===== src/rtl/seed_random_pkg.sv =====
// Shared constants, FSM state type and card encoding for the card dealer.
package seed_random_pkg;

    localparam int unsigned DECK_SIZE     = 52;
    localparam int unsigned RANKS         = 13;
    localparam logic [15:0] DEF_LFSR_SEED = 16'hACE1;
    localparam logic [15:0] DEF_LFSR_TAPS = 16'hB400;

    typedef enum logic {
        IDLE,
        SEARCH
    } state_t;

    // {2'b00, suit, rank}: suit = idx / 13, rank = idx % 13 + 1 (ace = 1)
    function automatic logic [7:0] card_encode(input logic [5:0] idx);
        logic [7:0] code;
        code      = '0;
        code[5:4] = 2'(idx / 6'(RANKS));
        code[3:0] = 4'(idx % 6'(RANKS) + 6'd1);
        return code;
    endfunction

endpackage


===== src/rtl/seed_random_card_top_lfsr16.sv =====
// Free-running 16-bit Galois LFSR; a zero seed is replaced by 1 to avoid lock-up.
module lfsr16
    import seed_random_pkg::*;
#(
    parameter logic [15:0] SEED = DEF_LFSR_SEED,
    parameter logic [15:0] TAPS = DEF_LFSR_TAPS
) (
    input  logic        clk_i,
    input  logic        rst_i,
    output logic [15:0] value_o
);

    localparam logic [15:0] SEED_EFF = (SEED == 16'h0000) ? 16'h0001 : SEED;

    logic [15:0] r_lfsr;

    always_ff @(posedge clk_i) begin
        if (rst_i) begin
            r_lfsr <= SEED_EFF;
        end else if (r_lfsr[0]) begin
            r_lfsr <= (r_lfsr >> 1) ^ TAPS;
        end else begin
            r_lfsr <= r_lfsr >> 1;
        end
    end

    assign value_o = r_lfsr;

endmodule


===== src/rtl/seed_random_card_top.sv =====
// Random card dealer: one card per rising edge of request_card_i.
// Define DECK_TRACK_EN to deal without replacement (used mask + linear probe).
module seed_random_card_top
    import seed_random_pkg::*;
#(
    parameter logic [15:0] LFSR_SEED = DEF_LFSR_SEED,
    parameter logic [15:0] LFSR_TAPS = DEF_LFSR_TAPS
) (
    input  logic       clk_i,
    input  logic       rst_i,
    input  logic       request_card_i,
    output logic [7:0] card_to_send_o
);

    logic [15:0] w_lfsr;
    logic        w_rise;
    logic [5:0]  w_start_idx;
    logic        w_unused_lfsr;

    state_t      r_state;
    logic        r_req_q;
    logic [5:0]  r_idx;
    logic [7:0]  r_card;
`ifdef DECK_TRACK_EN
    logic [DECK_SIZE-1:0] r_used;
    logic [5:0]           r_count;
`endif

    lfsr16 #(
        .SEED(LFSR_SEED),
        .TAPS(LFSR_TAPS)
    ) u_lfsr (
        .clk_i  (clk_i),
        .rst_i  (rst_i),
        .value_o(w_lfsr)
    );

    assign w_rise        = request_card_i & ~r_req_q;
    assign w_start_idx   = (w_lfsr[5:0] >= 6'(DECK_SIZE)) ? w_lfsr[5:0] - 6'(DECK_SIZE)
                                                          : w_lfsr[5:0];
    assign w_unused_lfsr = ^w_lfsr[15:6];

    always_ff @(posedge clk_i) begin
        if (rst_i) begin
            r_state <= IDLE;
            r_req_q <= 1'b0;
            r_idx   <= '0;
            r_card  <= '0;
`ifdef DECK_TRACK_EN
            r_used  <= '0;
            r_count <= '0;
`endif
        end else begin
            r_req_q <= request_card_i;
            case (r_state)
                IDLE: begin
                    if (w_rise) begin
                        r_idx   <= w_start_idx;
                        r_state <= SEARCH;
                    end
                end
                SEARCH: begin
`ifdef DECK_TRACK_EN
                    if (!r_used[r_idx]) begin
                        r_card  <= card_encode(r_idx);
                        r_state <= IDLE;
                        // Dealing the last card reshuffles on the same edge.
                        if (r_count == 6'(DECK_SIZE - 1)) begin
                            r_used  <= '0;
                            r_count <= '0;
                        end else begin
                            r_used[r_idx] <= 1'b1;
                            r_count       <= r_count + 6'd1;
                        end
                    end else begin
                        r_idx <= (r_idx == 6'(DECK_SIZE - 1)) ? 6'd0 : r_idx + 6'd1;
                    end
`else
                    r_card  <= card_encode(r_idx);
                    r_state <= IDLE;
`endif
                end
                default: r_state <= IDLE;
            endcase
        end
    end

    assign card_to_send_o = r_card;

endmodule


===== config.mk =====
export PLATFORM = sky130hd
export DESIGN_NAME = seed_random_card_top
export DESIGN_NICKNAME = d
export VERILOG_FILES = /design/src/rtl/seed_random_pkg.sv /design/src/rtl/seed_random_card_top_lfsr16.sv /design/src/rtl/seed_random_card_top.sv
export SDC_FILE = /design/constraint.sdc
export NUM_CORES = 1
export LEC_CHECK = 0
export CORE_MARGIN = 10
export CORE_UTILIZATION = 65
export DETAILED_ROUTE_END_ITERATION = 12
export DONT_BUFFER_PORTS = 1
export GPL_ROUTABILITY_DRIVEN = 0
export PLACE_DENSITY = 0.81
export SLEW_MARGIN = 20
export SYNTH_ARGS = -nofsm -noshare
export SYNTH_HDL_FRONTEND = slang
export SYNTH_SLANG_ARGS = --single-unit

===== constraint.sdc =====
create_clock -name clk_i -period 8.07 [get_ports clk_i]
set_input_delay 2.0175 -clock clk_i [delete_from_list [all_inputs] [get_ports clk_i]]
set_output_delay 2.0175 -clock clk_i [all_outputs]
set_load 0.01 [all_outputs]

==> results by group, run 1 <==
Run status
  • Status: finished clean

GRT
  • Wire length of the first global-routing pass: 5.319 mm
  • Total overflow reported by the global router: 0
  • Maximum number of pins on one net before global-route repair: 32
  • Number of global-route vias before repair: 1,246
  • Number of antenna violations at the first check in global routing: 0
  • GRT Util Overall: 12.65%

Timing
  • Max-slew violation count: 0
  • Total of endpoints with negative setup slack in the final report: 0
  • Worst Tran Pin Value: 781.4 ps
  • Number of hold violations in the final report: 0
  • Tmin final: 4230 ps
  • Relative slew margins: 47.79%
  • Setup repair after global routing missed its margin: false
  • Worst clock skew: 4.837 ps
  • Final worst-path cycle share: 52.42%
  • Maximum achievable frequency: 0.2364 GHz
  • Setup TNS: 0 ps

Clocking
  • Clock Path Buffers: 2
  • Clk slew on worst S/H paths: 100 ps
  • Cts-stage hold buffer count: 0
  • Resized Gates After CTS: 0
  • TritonCTS clock tree: yes
  • Post-CTS setup repair buffer count: 0
  • Number of buffers created by CTS: 5
  • CTS Root Cell: clkbuf_4
  • CTS sink count: 30
  • Clock latency of the later-clocked register in the worst-skew pair: 320 ps
  • H-Tree Depth: 2

Drt
  • Number of design rule violations left after detail routing: 0
  • Count of vias placed by the detailed router: 1,229
  • Avg Vias per Cell: 5.743
  • Final routed wire length divided by cell count: 13.89 um
  • Antenna Violating Nets Remaining: 0
  • Final wirelength: 2.972 mm
  • Number of search-and-repair iterations in the first detailed-routing pass: 4
  • Iteration-0 DRC count of the detailed router: 89

Logic synthesis
  • Post-Syn Area: 0.001652 sq mm
  • Sequential share of the synthesized area: 36.36%
  • Post-Syn Instances: 185
  • Count of yosys warnings during synthesis: 0
  • Most instantiated flip-flop cell in the synthesis netlist: dfxtp_1
  • Flops & latches, synth: 30
  • Count of distinct cell types in the synthesized netlist: 45
  • Number of flops mapped to enable cells by yosys: 0
  • Async set-or-reset flop fraction in the synthesized netlist: 0%
  • Syn Area/Cell: 8.927 sq um

Setup path
  • Count of buffering cells on the critical path with inverters included: 1
  • Critical path start-end classification: reg -> reg
  • Critical Path Sink Type: register
  • Data arrival time of the critical path: 4430 ps
  • Slowest CP cell: dfxtp_1
  • Critical Path, Cell by Cell: ha_1 -> or3b_4 -> a211oi_2 -> nor2_1 -> ha_1 -> inv_1 -> o221a_1 -> nor2_1 -> xnor2_1 -> ha_1 -> nor2b_1 -> o311a_4 -> xnor2_1 -> ha_1 -> xnor2_1 -> xnor2_1 -> o22ai_1
  • Critical path's top delay family: adder cells
  • Crit path max fanout: 9
  • Req. time, crit path: 8270 ps
  • Worst path max stage delay: 500 ps
  • CP startpoint kind: register

Placement
  • Number of cells after detailed placement: 206
  • Detailed Place HPWL: 2.265 mm
  • Count of buffers inserted at the top-level ports: 0

Final layout
  • Net count, final: 195
  • Util after Layout: 69.37%
  • Fraction of final layout cells with drive strength greater than 1: 13.04%
  • Filler-free cell count of the finished design: 214
  • Most common library cell in the layout ignoring fill and taps: dfxtp_1
  • Area overhead of the layout relative to synthesis: 3.106%
  • Ant. Diodes: 0
  • Leading cell types in the layout, fill and taps excluded: dfxtp_1 (30), nand2_1 (16), nor2_1 (16)

Die
  • Chip Width: 70.41 um
  • Starting Density: 67.28%
  • Die Footprint: 0.004957 sq mm
  • Standard cell core area: 0.002455 sq mm
  • Num ports: 11
  • Std-Cell Rows: 18
  • Die height: 70.41 um

Flow run
  • Max Cap Violations: 0

Power and ir drop
  • Portion of total power attributed to combinational logic: 20.0%
  • Share of power burned in the clock network: 28.5%
  • Share of total power in sequential cells: 51.6%
  • Total power draw: 0.3263 mW
  • Power Density: 191.6 mW/mm^2
  • Leak: 0.6415 nW
  • Proportion of total power due to net switching: 29.24%
  • Max IR drop VDD: 175.4 uV
  • Switching power of the nets: 0.09541 mW
  • Int Power: 0.2309 mW

Hold path
  • Hold Path Class: reg -> reg
## worst paths after layout
check,cells after the start,to,slack [ps],startpoint
max,17,card_to_send_o[2],3840,r_idx[2]
min,1,u_lfsr.value_o[5],420,u_lfsr.value_o[6]
max reg2reg,17,card_to_send_o[2],3840,r_idx[2]
min reg2reg,1,u_lfsr.value_o[5],420,u_lfsr.value_o[6]
## power groups by stage
stage	Clock, mW	Sequential (mW)	Combinational (mW)
floorplan	0	0.167	0.0605
global placement	0	0.171	0.0624
detailed placement	0	0.172	0.0650
CTS	0.0965	0.169	0.0655
global route	0.104	0.170	0.0737
finish	0.0929	0.168	0.0651
## metrics by stage
step	cell area (sq um)	hold WS [ps]	setup slack, ps
floorplan	1655	389.5	4289
global placement	1639	399.2	4113
detailed placement	1639	397.5	3900
CTS	1703	423.1	3856
global route	1703	428.5	3494
finish	1703	423.2	3840
## cell type report
type	count	area, sq um
well taps	30	37.54
clock inverters	2	12.51
inverters	8	30.03
clock buffers	6	51.30
multi-input cells	138	970.9
flip-flops and latches	30	600.6
fillers	192	752.0
## registers in the layout, summed over array words and instances (netlist names)
register / flops
card_to_send_o: 6
r_idx: 6
r_req_q: 1
r_state: 1
u_lfsr.value_o: 16
## Yosys cell counts, types with 2 or more instances
master / n / area share [%]
mux2_1: 2 / 1.4
o221ai_1: 2 / 1.1
nand2_1: 16 / 3.6
nor3b_1: 3 / 1.4
dfxtp_1: 30 / 36
nor2b_1: 7 / 2.7
or3_1: 3 / 1.1
ha_1: 9 / 6.8
buf_4: 2 / 0.91
o21ai_0: 4 / 1.2
xnor2_1: 10 / 5.3
o2bb2ai_1: 2 / 1.1
and3b_1: 2 / 1.1
and2_1: 2 / 0.76
a211oi_1: 4 / 1.8
a21oi_1: 9 / 2.7
nor3_1: 3 / 0.91
inv_1: 8 / 1.8
or2_2: 6 / 2.3
a211oi_2: 2 / 1.5
and3_1: 2 / 0.76
nand2b_1: 7 / 2.7
nand3_1: 5 / 1.5
clkbuf_1: 6 / 1.4
mux2i_1: 4 / 2.4
nor2_1: 16 / 3.6
## worst reg2reg max path: cells and delay by family (launching register included)
kind                     cells  cell delay [ps]
AO/OA/AOI/OAI                4              870
XOR/XNOR                     4              810
adder cells (fa/ha/maj)      4             1020
buffers and inverters        1              120
flip-flops                   1              500
AND/OR/NAND/NOR              4              810
## kinds of logic after synthesis
family | Yosys count | share of synthesized area (%)
fa+ha+maj | 9 | 6.818
xor+xnor | 10 | 5.303
mux | 7 | 4.697
compound gates | 35 | 17.27
flops | 30 | 36.36
simple gates | 75 | 24.24
buf+inv | 18 | 5.075
other cells | 1 | 0.2271
## routing by layer
layer / vias up / track usage [%] / share of wire [%] / wire length [um]
li1: 635 / - / - / -
met1: 572 / 13.47 / 43 / 1292
met2: 20 / 21.46 / 51 / 1507
met3: 2 / 5.932 / 5.3 / 158
met4: 0 / 3.947 / 0.44 / 13
met5: - / 0 / 0 / 0
Power figures use the tool's default switching activity.
==> run 2, diff against run 1 <==
--- a/config.mk
+++ b/config.mk
@@ -6,11 +6,11 @@
 export NUM_CORES = 1
 export LEC_CHECK = 0
 export CORE_MARGIN = 10
-export CORE_UTILIZATION = 65
+export CORE_UTILIZATION = 62
 export DETAILED_ROUTE_END_ITERATION = 12
 export DONT_BUFFER_PORTS = 1
 export GPL_ROUTABILITY_DRIVEN = 0
-export PLACE_DENSITY = 0.81
+export PLACE_DENSITY = 0.78
 export SLEW_MARGIN = 20
 export SYNTH_ARGS = -nofsm -noshare
 export SYNTH_HDL_FRONTEND = slang
==> constraint.sdc (replaced) <==
create_clock -name clk_i -period 4.12 [get_ports clk_i]
set_input_delay 1.03 -clock clk_i [delete_from_list [all_inputs] [get_ports clk_i]]
set_output_delay 1.03 -clock clk_i [all_outputs]
set_load 0.01 [all_outputs]
==> run 2 against run 1 <==
Net effect:
- combinational power increased by 130%
- power increased by 100%
- critical path depth increased by 1
- sequential share of layout area decreased by 1.4 points
- fmax increased by 7.0%
- global-route usage decreased by 0.23 points
- core utilization increased by 1.6 points
- count of clock-buffer cells in the layout unchanged
- clock power increased by 98%
- clock skew increased by 12 ps
- largest cell class unchanged
==> results by group, run 2 (synthesis gave the netlist of run 1 again) <==
Drt
  • Final wirelength: 3.103 mm (was 2.972 mm)
  • Count of vias placed by the detailed router: 1,247 (was 1,229)
  • Number of design rule violations left after detail routing: 0 (unchanged)
  • Avg Vias per Cell: 5.747 (was 5.743)
  • Antenna Violating Nets Remaining: 0 (unchanged)
  • Iteration-0 DRC count of the detailed router: 169 (was 89)
  • Final routed wire length divided by cell count: 14.30 um (was 13.89 um)
  • Number of search-and-repair iterations in the first detailed-routing pass: 4 (unchanged)

Die
  • Num ports: 11 (unchanged)
  • Die Footprint: 0.005128 sq mm (was 0.004957 sq mm)
  • Standard cell core area: 0.002500 sq mm (was 0.002455 sq mm)
  • Std-Cell Rows: 18 (unchanged)
  • Starting Density: 66.07% (was 67.28%)
  • Die height: 71.61 um (was 70.41 um)
  • Chip Width: 71.61 um (was 70.41 um)

Setup path
  • Crit path max fanout: 5 (was 9)
  • Slowest CP cell: or3b_4 (was dfxtp_1)
  • Data arrival time of the critical path: 4190 ps (was 4430 ps)
  • Worst path max stage delay: 410 ps (was 500 ps)
  • CP startpoint kind: register (unchanged)
  • Flop2flop setup slack: 170 ps (was 3840 ps)
  • Req. time, crit path: 4350 ps (was 8270 ps)
  • Critical path start-end classification: reg -> reg (unchanged)
  • Critical Path Sink Type: register (unchanged)
  • Critical Path, Cell by Cell: inv_1 -> ha_2 -> or3b_4 -> a211oi_4 -> nor2_1 -> ha_2 -> inv_2 -> o221a_1 -> nor2_2 -> xnor2_2 -> ha_2 -> nor2b_2 -> o311a_4 -> xnor2_2 -> ha_1 -> xnor2_2 -> xnor2_1 -> o22ai_1 (was ha_1 -> or3b_4 -> a211oi_2 -> nor2_1 -> ha_1 -> inv_1 -> o221a_1 -> nor2_1 -> xnor2_1 -> ha_1 -> nor2b_1 -> o311a_4 -> xnor2_1 -> ha_1 -> xnor2_1 -> xnor2_1 -> o22ai_1)

GRT
  • GRT Util Overall: 12.42% (was 12.65%)
  • Wire length of the first global-routing pass: 5.257 mm (was 5.319 mm)
  • Number of global-route vias before repair: 1,209 (was 1,246)
  • Maximum number of pins on one net before global-route repair: 32 (unchanged)
  • Met3 Track Usage GR: 4.545% (was 5.932%)
  • Number of antenna violations at the first check in global routing: 0 (unchanged)
  • Most utilized layer in the global route result: met2 (unchanged)
  • Met2 capacity usage during global routing: 19.90% (was 21.46%)
  • Total overflow reported by the global router: 0 (unchanged)
  • Met1 demand-to-capacity share in global routing: 13.59% (was 13.47%)

Final layout
  • Area overhead of the layout relative to synthesis: 7.348% (was 3.106%)
  • Most common library cell in the layout ignoring fill and taps: dfxtp_1 (unchanged)
  • Ant. Diodes: 0 (unchanged)
  • Filler cell count in the final layout: 199 (was 192)
  • Util after Layout: 70.92% (was 69.37%)
  • Largest register FFs: 16 (unchanged)
  • Net count, final: 198 (was 195)
  • Fraction of final layout cells with drive strength greater than 1: 19.79% (was 13.04%)
  • Leading cell types in the layout, fill and taps excluded: dfxtp_1 (30), nand2_1 (16), nor2_1 (15) (was dfxtp_1 (30), nand2_1 (16), nor2_1 (16))

Timing
  • Setup TNS: 0 ps (unchanged)
  • Tmin final: 3953 ps (was 4230 ps)
  • Max-slew violation count: 0 (unchanged)
  • Relative slew margins: 48.59% (was 47.79%)
  • Final worst-path cycle share: 95.95% (was 52.42%)
  • Worst clock skew: 17.17 ps (was 4.837 ps)
  • Maximum achievable frequency: 0.2530 GHz (was 0.2364 GHz)
  • Worst Tran Pin Value: 769.4 ps (was 781.4 ps)
  • Total of endpoints with negative setup slack in the final report: 0 (unchanged)
  • Number of hold violations in the final report: 0 (unchanged)

Power and ir drop
  • Total power draw: 0.6592 mW (was 0.3263 mW)
  • Power Density: 371.8 mW/mm^2 (was 191.6 mW/mm^2)
  • Max IR drop VDD: 418.2 uV (was 175.4 uV)
  • Leak: 0.6767 nW (was 0.6415 nW)

Clocking
  • H-Tree Depth: 2 (unchanged)
  • Clk slew on worst S/H paths: 110 ps (was 100 ps)
  • Number of buffers created by CTS: 5 (unchanged)
  • Cts-stage hold buffer count: 0 (unchanged)
  • CTS sink count: 30 (unchanged)
  • Clock latency of the later-clocked register in the worst-skew pair: 340 ps (was 320 ps)
  • Clock Path Buffers: 2 (unchanged)
  • TritonCTS clock tree: yes (unchanged)
  • CTS Root Cell: clkbuf_4 (unchanged)

Placement
  • Detailed Place HPWL: 2.218 mm (was 2.265 mm)
  • Count of buffers inserted at the top-level ports: 0 (unchanged)

Flow run
  • Max Cap Violations: 0 (unchanged)

Hold path
  • Hold Path Class: reg -> reg (unchanged)

Run status
  • Status: finished clean (unchanged)
## run 2: worst paths after layout
kind | startpoint | to | cells past startpoint
max | r_idx[3] | card_to_send_o[2] | 18
min reg2reg | u_lfsr.value_o[7] | u_lfsr.value_o[6] | 1
max reg2reg | r_idx[3] | card_to_send_o[2] | 18
min | u_lfsr.value_o[7] | u_lfsr.value_o[6] | 1
## run 2: cell type report
type	count	area [sq um]	area share [%]
clock inverters	2	12.51	0.7057
clock buffers	6	51.30	2.893
well taps	30	37.54	2.117
inverters	8	30.03	1.694
repair buffers	3	22.52	1.270
multi-input cells	138	1018	57.45
flip-flops and latches	30	600.6	33.87
## run 2: what timing repair did
item	CTS	global route
setup buffers	0	1
resized for setup	0	11
endpoints found under the setup margin	0	3
## run 2: power breakdown
| part | internal [mW] | total [mW] | switching, mW |
|---|---|---|---|
| Clock | 0.0819 | 0.184 | 0.102 |
| Sequential | 0.310 | 0.327 | 0.0171 |
| Combinational | 0.0711 | 0.148 | 0.0774 |
## run 2: metal layers
layer | routed length, um | share of wire [%]
met5 | 0 | 0
met4 | 70 | 2.3
met3 | 175 | 5.6
met2 | 1517 | 49
met1 | 1339 | 43
## run 2: through the flow
step	hold WS, ps	area (sq um)	std cells	setup WS, ps
after global placement	399.4	1654	208	135.6
after global routing	432.7	1773	217	-50.56
after floorplan	389.5	1655	186	338.6
after CTS	418.6	1718	216	40.26
after detailed placement	400.5	1654	208	46.25
final	414.2	1773	217	166.8
## run 2: worst max-delay path, delay by kind of cell (launching register included)
kind | cells | cell delay [ps]
AOI/OAI and AO/OA | 4 | 1000
xor gates and xnor gates | 4 | 680
adders and majority gates | 4 | 880
buffers and inverters | 2 | 190
DFF | 1 | 350
and+or+nand+nor | 4 | 750
